### config.mk
export PLATFORM = sky130hd
export DESIGN_NAME = fadd_operand_stage_flat
export DESIGN_NICKNAME = d
export VERILOG_FILES = /design/src/rtl/fadd_operand_stage_pkg.sv /design/src/rtl/fadd_operand_stage_if.sv /design/src/rtl/fadd_operand_stage_classify.sv /design/src/rtl/fadd_operand_stage.sv /design/src/flat_wrapper.sv
export SDC_FILE = /design/constraint.sdc
export NUM_CORES = 1
export LEC_CHECK = 0
export BUFFER_PORTS_ARGS = -buffer_cell sky130_fd_sc_hd__buf_2
export CORE_UTILIZATION = 35
export DETAILED_ROUTE_END_ITERATION = 8
export GPL_ROUTABILITY_DRIVEN = 0
export GPL_TIMING_DRIVEN = 0
export PLACE_DENSITY = 0.54
export SLEW_MARGIN = 10
export SYNTH_ARGS = -nofsm -noshare
export SYNTH_HDL_FRONTEND = slang
export SYNTH_SLANG_ARGS = --single-unit
### constraint.sdc
create_clock -name clk -period 8 [get_ports clk]
set_clock_uncertainty 0.15 [all_clocks]
set_input_delay 1.6 -clock clk [delete_from_list [all_inputs] [get_ports clk]]
set_output_delay 1.6 -clock clk [all_outputs]
set_load 0.05 [all_outputs]
### src/rtl/fadd_operand_stage_pkg.sv
// Shared types and constants for the single-precision adder operand stage.
// Holds IEEE-754 field positions, operand classes and the FIFO entry layout.
package fadd_pkg;

  typedef enum logic [2:0] {
    ZERO   = 3'd0,
    DENORM = 3'd1,
    NORMAL = 3'd2,
    INF    = 3'd3,
    NAN    = 3'd4
  } fp_class_t;

  localparam logic [31:0] FP_QNAN    = 32'h7FC0_0000;
  localparam logic [7:0]  FP_EXP_MAX = 8'hFF;

  localparam int SIGN_BIT = 31;
  localparam int EXP_HI   = 30;
  localparam int EXP_LO   = 23;
  localparam int MANT_HI  = 22;
  localparam int MANT_LO  = 0;

  typedef struct packed {
    logic [31:0] a;
    logic [31:0] b;
    logic        special;
    logic [31:0] special_val;
    fp_class_t   class_a;
    fp_class_t   class_b;
  } fadd_entry_t;

endpackage

### src/rtl/fadd_operand_stage_if.sv
// Operand-in / operand-out handshake bundle between producer, stage and adder.
// The stage takes the slave view; the environment driving it takes master.
interface fadd_operand_stage_if
  import fadd_pkg::*;
#(
  parameter int CNT_W = 16
) ();
  logic             in_valid;
  logic             in_ready;
  logic [31:0]      in_a;
  logic [31:0]      in_b;
  logic             out_valid;
  logic             out_ready;
  logic [31:0]      out_a;
  logic [31:0]      out_b;
  logic             out_special;
  logic [31:0]      out_special_val;
  fp_class_t        out_class_a;
  fp_class_t        out_class_b;
  logic [CNT_W-1:0] special_cnt;

  modport master (
    output in_valid, in_a, in_b, out_ready,
    input  in_ready, out_valid, out_a, out_b, out_special, out_special_val,
           out_class_a, out_class_b, special_cnt
  );

  modport slave (
    input  in_valid, in_a, in_b, out_ready,
    output in_ready, out_valid, out_a, out_b, out_special, out_special_val,
           out_class_a, out_class_b, special_cnt
  );
endinterface

### src/rtl/fadd_operand_stage_classify.sv
// Combinational IEEE-754 single classifier; denormals come out flushed to
// a zero that keeps the operand's sign.
module fp_classify
  import fadd_pkg::*;
(
  input  logic [31:0] op_i,
  output fp_class_t   cls_o,
  output logic [31:0] flush_o
);
  logic [7:0]  exp_w;
  logic        mant_nz;

  assign exp_w   = op_i[EXP_HI:EXP_LO];
  assign mant_nz = |op_i[MANT_HI:MANT_LO];

  always_comb begin
    cls_o   = NORMAL;
    flush_o = op_i;
    if (exp_w == 8'h00) begin
      cls_o = mant_nz ? DENORM : ZERO;
      if (mant_nz) flush_o = {op_i[SIGN_BIT], 31'b0};
    end else if (exp_w == FP_EXP_MAX) begin
      cls_o = mant_nz ? NAN : INF;
    end
  end
endmodule

### src/rtl/fadd_operand_stage.sv
// Operand intake FIFO for the FP adder: classifies, flushes denormals and
// precomputes the override result for cases the adder datapath skips.
module fadd_operand_stage
  import fadd_pkg::*;
#(
  parameter int DEPTH = 2,
  parameter int CNT_W = 16
) (
  input  logic                clk,
  input  logic                rst_n,
  fadd_operand_stage_if.slave bus
);
  localparam int PTR_W = $clog2(DEPTH);

  logic [PTR_W-1:0] wr_ptr_q, wr_ptr_d, rd_ptr_q, rd_ptr_d;
  logic [PTR_W:0]   cnt_q, cnt_d;
  logic [CNT_W-1:0] spc_q, spc_d;
  fadd_entry_t      mem_q [DEPTH];
  fadd_entry_t      new_e, head;
  logic             push, pop;

  fp_class_t   cls_a, cls_b;
  logic [31:0] fa, fb;

  fp_classify u_cls_a (.op_i(bus.in_a), .cls_o(cls_a), .flush_o(fa));
  fp_classify u_cls_b (.op_i(bus.in_b), .cls_o(cls_b), .flush_o(fb));

  // Rule evaluation runs on the flushed view: a denormal counts as zero.
  logic za, zb;
  assign za = (cls_a == ZERO) || (cls_a == DENORM);
  assign zb = (cls_b == ZERO) || (cls_b == DENORM);

  always_comb begin
    new_e             = '0;
    new_e.a           = fa;
    new_e.b           = fb;
    new_e.class_a     = cls_a;
    new_e.class_b     = cls_b;
    new_e.special     = 1'b1;
    if (cls_a == NAN || cls_b == NAN)
      new_e.special_val = FP_QNAN;
    else if (cls_a == INF && cls_b == INF)
      new_e.special_val = (fa[SIGN_BIT] != fb[SIGN_BIT]) ? FP_QNAN : fa;
    else if (cls_a == INF)
      new_e.special_val = fa;
    else if (cls_b == INF)
      new_e.special_val = fb;
    else if (za && zb)
      new_e.special_val = {fa[SIGN_BIT] & fb[SIGN_BIT], 31'b0};
    else if (za)
      new_e.special_val = fb;
    else if (zb)
      new_e.special_val = fa;
    else if (fa[30:0] == fb[30:0] && fa[SIGN_BIT] != fb[SIGN_BIT])
      new_e.special_val = 32'h0000_0000;
    else
      new_e.special     = 1'b0;
  end

  assign bus.in_ready  = (cnt_q < (PTR_W+1)'(DEPTH));
  assign bus.out_valid = (cnt_q != '0);
  assign push          = bus.in_valid && bus.in_ready;
  assign pop           = bus.out_valid && bus.out_ready;

  always_comb begin
    wr_ptr_d = push ? wr_ptr_q + 1'b1 : wr_ptr_q;
    rd_ptr_d = pop  ? rd_ptr_q + 1'b1 : rd_ptr_q;
    cnt_d    = cnt_q + (PTR_W+1)'(push) - (PTR_W+1)'(pop);
    spc_d    = spc_q;
    if (push && new_e.special && spc_q != '1) spc_d = spc_q + 1'b1;
  end

  always_ff @(posedge clk or negedge rst_n) begin
    if (!rst_n) begin
      wr_ptr_q <= '0;
      rd_ptr_q <= '0;
      cnt_q    <= '0;
      spc_q    <= '0;
    end else begin
      wr_ptr_q <= wr_ptr_d;
      rd_ptr_q <= rd_ptr_d;
      cnt_q    <= cnt_d;
      spc_q    <= spc_d;
    end
  end

  // Storage needs no reset: the head is masked to zero whenever count is 0.
  always_ff @(posedge clk) begin
    if (push) mem_q[wr_ptr_q] <= new_e;
  end

  assign head                = bus.out_valid ? mem_q[rd_ptr_q] : '0;
  assign bus.out_a           = head.a;
  assign bus.out_b           = head.b;
  assign bus.out_special     = head.special;
  assign bus.out_special_val = head.special_val;
  assign bus.out_class_a     = head.class_a;
  assign bus.out_class_b     = head.class_b;
  assign bus.special_cnt     = spc_q;
endmodule

### src/flat_wrapper.sv
// flat-port wrapper written by rule: the top's interface ports become plain ports
module fadd_operand_stage_flat import fadd_pkg::*;
#(
  parameter int DEPTH = 2,
  parameter int CNT_W = 16
)
  (clk, rst_n, bus_in_valid, bus_in_a, bus_in_b, bus_out_ready, bus_in_ready, bus_out_valid, bus_out_a, bus_out_b, bus_out_special, bus_out_special_val, bus_out_class_a, bus_out_class_b, bus_special_cnt);
  fadd_operand_stage_if #(.CNT_W(CNT_W)) bus_i ();
  input  logic clk;
  input  logic rst_n;
  input wire logic [$bits(bus_i.in_valid)-1:0] bus_in_valid;
  input wire logic [$bits(bus_i.in_a)-1:0] bus_in_a;
  input wire logic [$bits(bus_i.in_b)-1:0] bus_in_b;
  input wire logic [$bits(bus_i.out_ready)-1:0] bus_out_ready;
  output wire logic [$bits(bus_i.in_ready)-1:0] bus_in_ready;
  output wire logic [$bits(bus_i.out_valid)-1:0] bus_out_valid;
  output wire logic [$bits(bus_i.out_a)-1:0] bus_out_a;
  output wire logic [$bits(bus_i.out_b)-1:0] bus_out_b;
  output wire logic [$bits(bus_i.out_special)-1:0] bus_out_special;
  output wire logic [$bits(bus_i.out_special_val)-1:0] bus_out_special_val;
  output wire logic [$bits(bus_i.out_class_a)-1:0] bus_out_class_a;
  output wire logic [$bits(bus_i.out_class_b)-1:0] bus_out_class_b;
  output wire logic [$bits(bus_i.special_cnt)-1:0] bus_special_cnt;
  assign bus_i.in_valid = bus_in_valid;
  assign bus_i.in_a = bus_in_a;
  assign bus_i.in_b = bus_in_b;
  assign bus_i.out_ready = bus_out_ready;
  assign bus_in_ready = bus_i.in_ready;
  assign bus_out_valid = bus_i.out_valid;
  assign bus_out_a = bus_i.out_a;
  assign bus_out_b = bus_i.out_b;
  assign bus_out_special = bus_i.out_special;
  assign bus_out_special_val = bus_i.out_special_val;
  assign bus_out_class_a = bus_i.out_class_a;
  assign bus_out_class_b = bus_i.out_class_b;
  assign bus_special_cnt = bus_i.special_cnt;
  fadd_operand_stage #(.DEPTH(DEPTH), .CNT_W(CNT_W)) u_core (.clk(clk), .rst_n(rst_n), .bus(bus_i));
endmodule
==> results.md <==
* Status: complete, no violations
* Peak supply drop at ~0.35 mV
* Setup-failing EPs final at 0
* Syn-to-layout area delta at 23.4%
* Cts repair resizes at 0
* Detailed-route via count at 7,492
* Multi-input logic area at 3630 um2
* Endpoint class of the critical path: primary output
* CP Launch Type: flip-flop
* Total Routing Usage GR at 19.1%
* Num Clock Sinks at between 200 and 250
* MaxCap Viol Count at 0
* Crit-path slowest cell: buf_1
* # DRC at 0
* Worst-Margin Slew at 1.06 ns
* Pre-antenna DRT Iters at 5
* Starting density of the core at between 30% and 40%
* Register area at 6690 um2
* Seq/Total Area, Yosys at 63.0%
* CTS max path bufs at 3
* Slew headroom at 28.8%
* # Post-CTS Setup Buffers at 0
* Fillers at around 2,800
* Synth Instances at 828
* Most common cell on crit path: buf_1
* Final ANT Viol Nets at 0
* Largest net degree at the start of global routing at 42
* Worst-path cell chain: clkbuf_1 > buf_1 > buf_1 > mux2i_1 > nor2_1 > buf_2
* Commonest non-fill, non-tap cells in the layout: edfxtp_1 (206), buf_2 (191), nor2_1 (151)
* Unrepaired setup endpoints after global routing: false
* IO Pins at 189
* Design Power at ~5.3 mW
* FF+latch count, synth at 226
* Antenna violations before repair at 7
* IO buf count at 188
* Iter 0 DRT Violations at 516
* Synth Flop Type: edfxtp_1
* Max incr delay on CP at 0.67 ns
* Register-to-Register Path Depth at 8
* Post-synth ARST share at 8.85%
* Crit path DAT at 3.10 ns
* Fin. Hold Viols at 0
* Htree depth at 1
* Post-Place Cells at 1,412
* Crit path kind: reg2out
* Syn_nets at 900
* Final wirelength at 29.8 mm
* Hold_ws at 0.334 ns
* Syn Area/Cell at 12.8 um2
* P per Cell Area at 403 nW/um2
* CTS tree: done
* Commonest non-fill, non-tap cell in the layout: edfxtp_1
* Clk root buf: clkbuf_16
* Clock latency on the worst-skew pair at 0.52 ns
* Die H at 176 um
* Synth warnings at 0
* Yosys cell types at 64
* GRT overflow at 0
* Final setup margin at 3.15 ns
* Min cycle time layout at around 4.9 ns
* Hold_buf cts at 0
* Leak at 5.26 nW
* Die W at 176 um
* Finished Layout Cells at ~1,500
* Share of cells above drive strength 1 at between 20% and 30%
* Hold Path Cell Cnt at 1
* Max-slew violation count at 0
* Die area at just over 30,000 um2
* Number of buffers created by CTS at 26
* Clock Pin Slew Worst Setup and Hold Paths at about 0.060 ns
* DP HPWL at 22.1 mm
* Num rows at 63
* First-pass GRT wire length at around 44 mm
* Layout Nets at 1,122
* Pre-CTS setup slack at 3.31 ns
* Core box area at 29,700 um2
* Vias in the first global route at 7,214
* Synth Cell Area at 10,600 um2
* EDFF count, synth at 206
* Worst EP required at 6.25 ns
* Average via count per standard cell at between 5 and 6
* Fmax at ~200 MHz
* Routed WL per cell at 20.4 um
* Period utilization at 60.6%
* Max FO, Critical Path at 10
* Hold crit path type: reg2reg
==> metrics by stage <==
stage	TNS [ns]	instance area [um2]	utilization, %
floorplan	0	10600	-
global placement	-256.30	12000	40.5
detailed placement	0	12200	41.0
CTS	0	13100	44.1
global route	0	13100	44.1
finish	0	13100	44.1
==> final timing paths <==
kind | from | end | slack (ns)
worst max-delay path | u_core.rd_ptr_q | bus_out_a[4] | 3.15
worst min-delay path | u_core.bus.special_cnt[4] | u_core.bus.special_cnt[4] | 0.33
worst max register to register | u_core.bus.special_cnt[6] | u_core.bus.special_cnt[2] | 5.14
worst min register to register | u_core.bus.special_cnt[4] | u_core.bus.special_cnt[4] | 0.33
max in group asynchronous | rst_n | u_core.bus.special_cnt[10] | 6.51
min in group asynchronous | rst_n | u_core.cnt_q[0] | 0.87
==> per-layer routing <==
metal | share of wire (%) | track usage, % | vias to the layer above | wire, um
met2 | 47 | 30.3 | 314 | 13900
met5 | 0.074 | 0 | - | 22
li1 | - | - | 3515 | -
met3 | 7.5 | 3.55 | 57 | 2240
met1 | 43 | 26.3 | 3602 | 12900
met4 | 2.4 | 5.91 | 4 | 717
==> critical path: cells and delay by family, from the launching register on <==
family / cells / cell delay [ns]
flops: 1 / 0.32
simple gates: 1 / 0.24
mux: 1 / 0.16
buf+inv: 4 / 1.85
==> logic make-up after synthesis <==
group	after synthesis	share of synthesized area [%]
and+or+nand+nor	285	14.1
DFF	226	63.0
muxes	104	9.82
AOI/OAI and AO/OA	98	6.96
buffers and inverters	77	2.90
xor gates and xnor gates	34	2.80
adders and majority gates	4	0.471
==> cells in the mapped netlist (all sizes together), types with 3 or more instances <==
master,count,area share [%]
edfxtp,206,58
nor2,153,5.7
mux2i,103,9.7
clkbuf,36,1.3
and2,32,1.9
a22oi,24,1.7
inv,21,0.74
o21ai,21,1.0
buf,20,0.88
dfrtp,20,4.7
xor2,18,1.5
nor3,17,1.2
xnor2,16,1.3
nand2,15,0.53
nor4,15,1.3
nand4,14,0.82
nand3,10,0.47
o22ai,10,0.71
nor2b,6,0.35
a21oi,5,0.24
a31oi,5,0.44
a221o,4,0.38
ha,4,0.47
or2,4,0.24
or4,4,0.28
a211oi,3,0.31
a21o,3,0.21
a22o,3,0.25
a2bb2oi,3,0.31
a32oi,3,0.25
and3,3,0.18
nand3b,3,0.21
nor4bb,3,0.28
o221ai,3,0.25
==> final cells by class <==
cell class	count	area share [%]
multi-input combinational	525	27.7
timing repair buffer	194	8.21
tap	390	3.72
clock inverter	16	1.62
sequential	226	51.0
clock buffer	30	5.24
antenna	5	0.0955
inverter	21	0.602
buffer	56	1.75
==> power by group <==
part	internal, mW	switching (mW)
sequential	1.53	0.0509
clock	0.773	0.468
combinational	0.565	1.89
==> sequential cells by signal, indices dropped and copies added (netlist names) <==
| signal | count |
|---|---|
| u_core.mem_q | 206 |
| u_core.bus.special_cnt | 16 |
| u_core.cnt_q | 2 |
| u_core.rd_ptr_q | 1 |
| u_core.wr_ptr_q | 1 |
(Power assumes the default switching activity.)
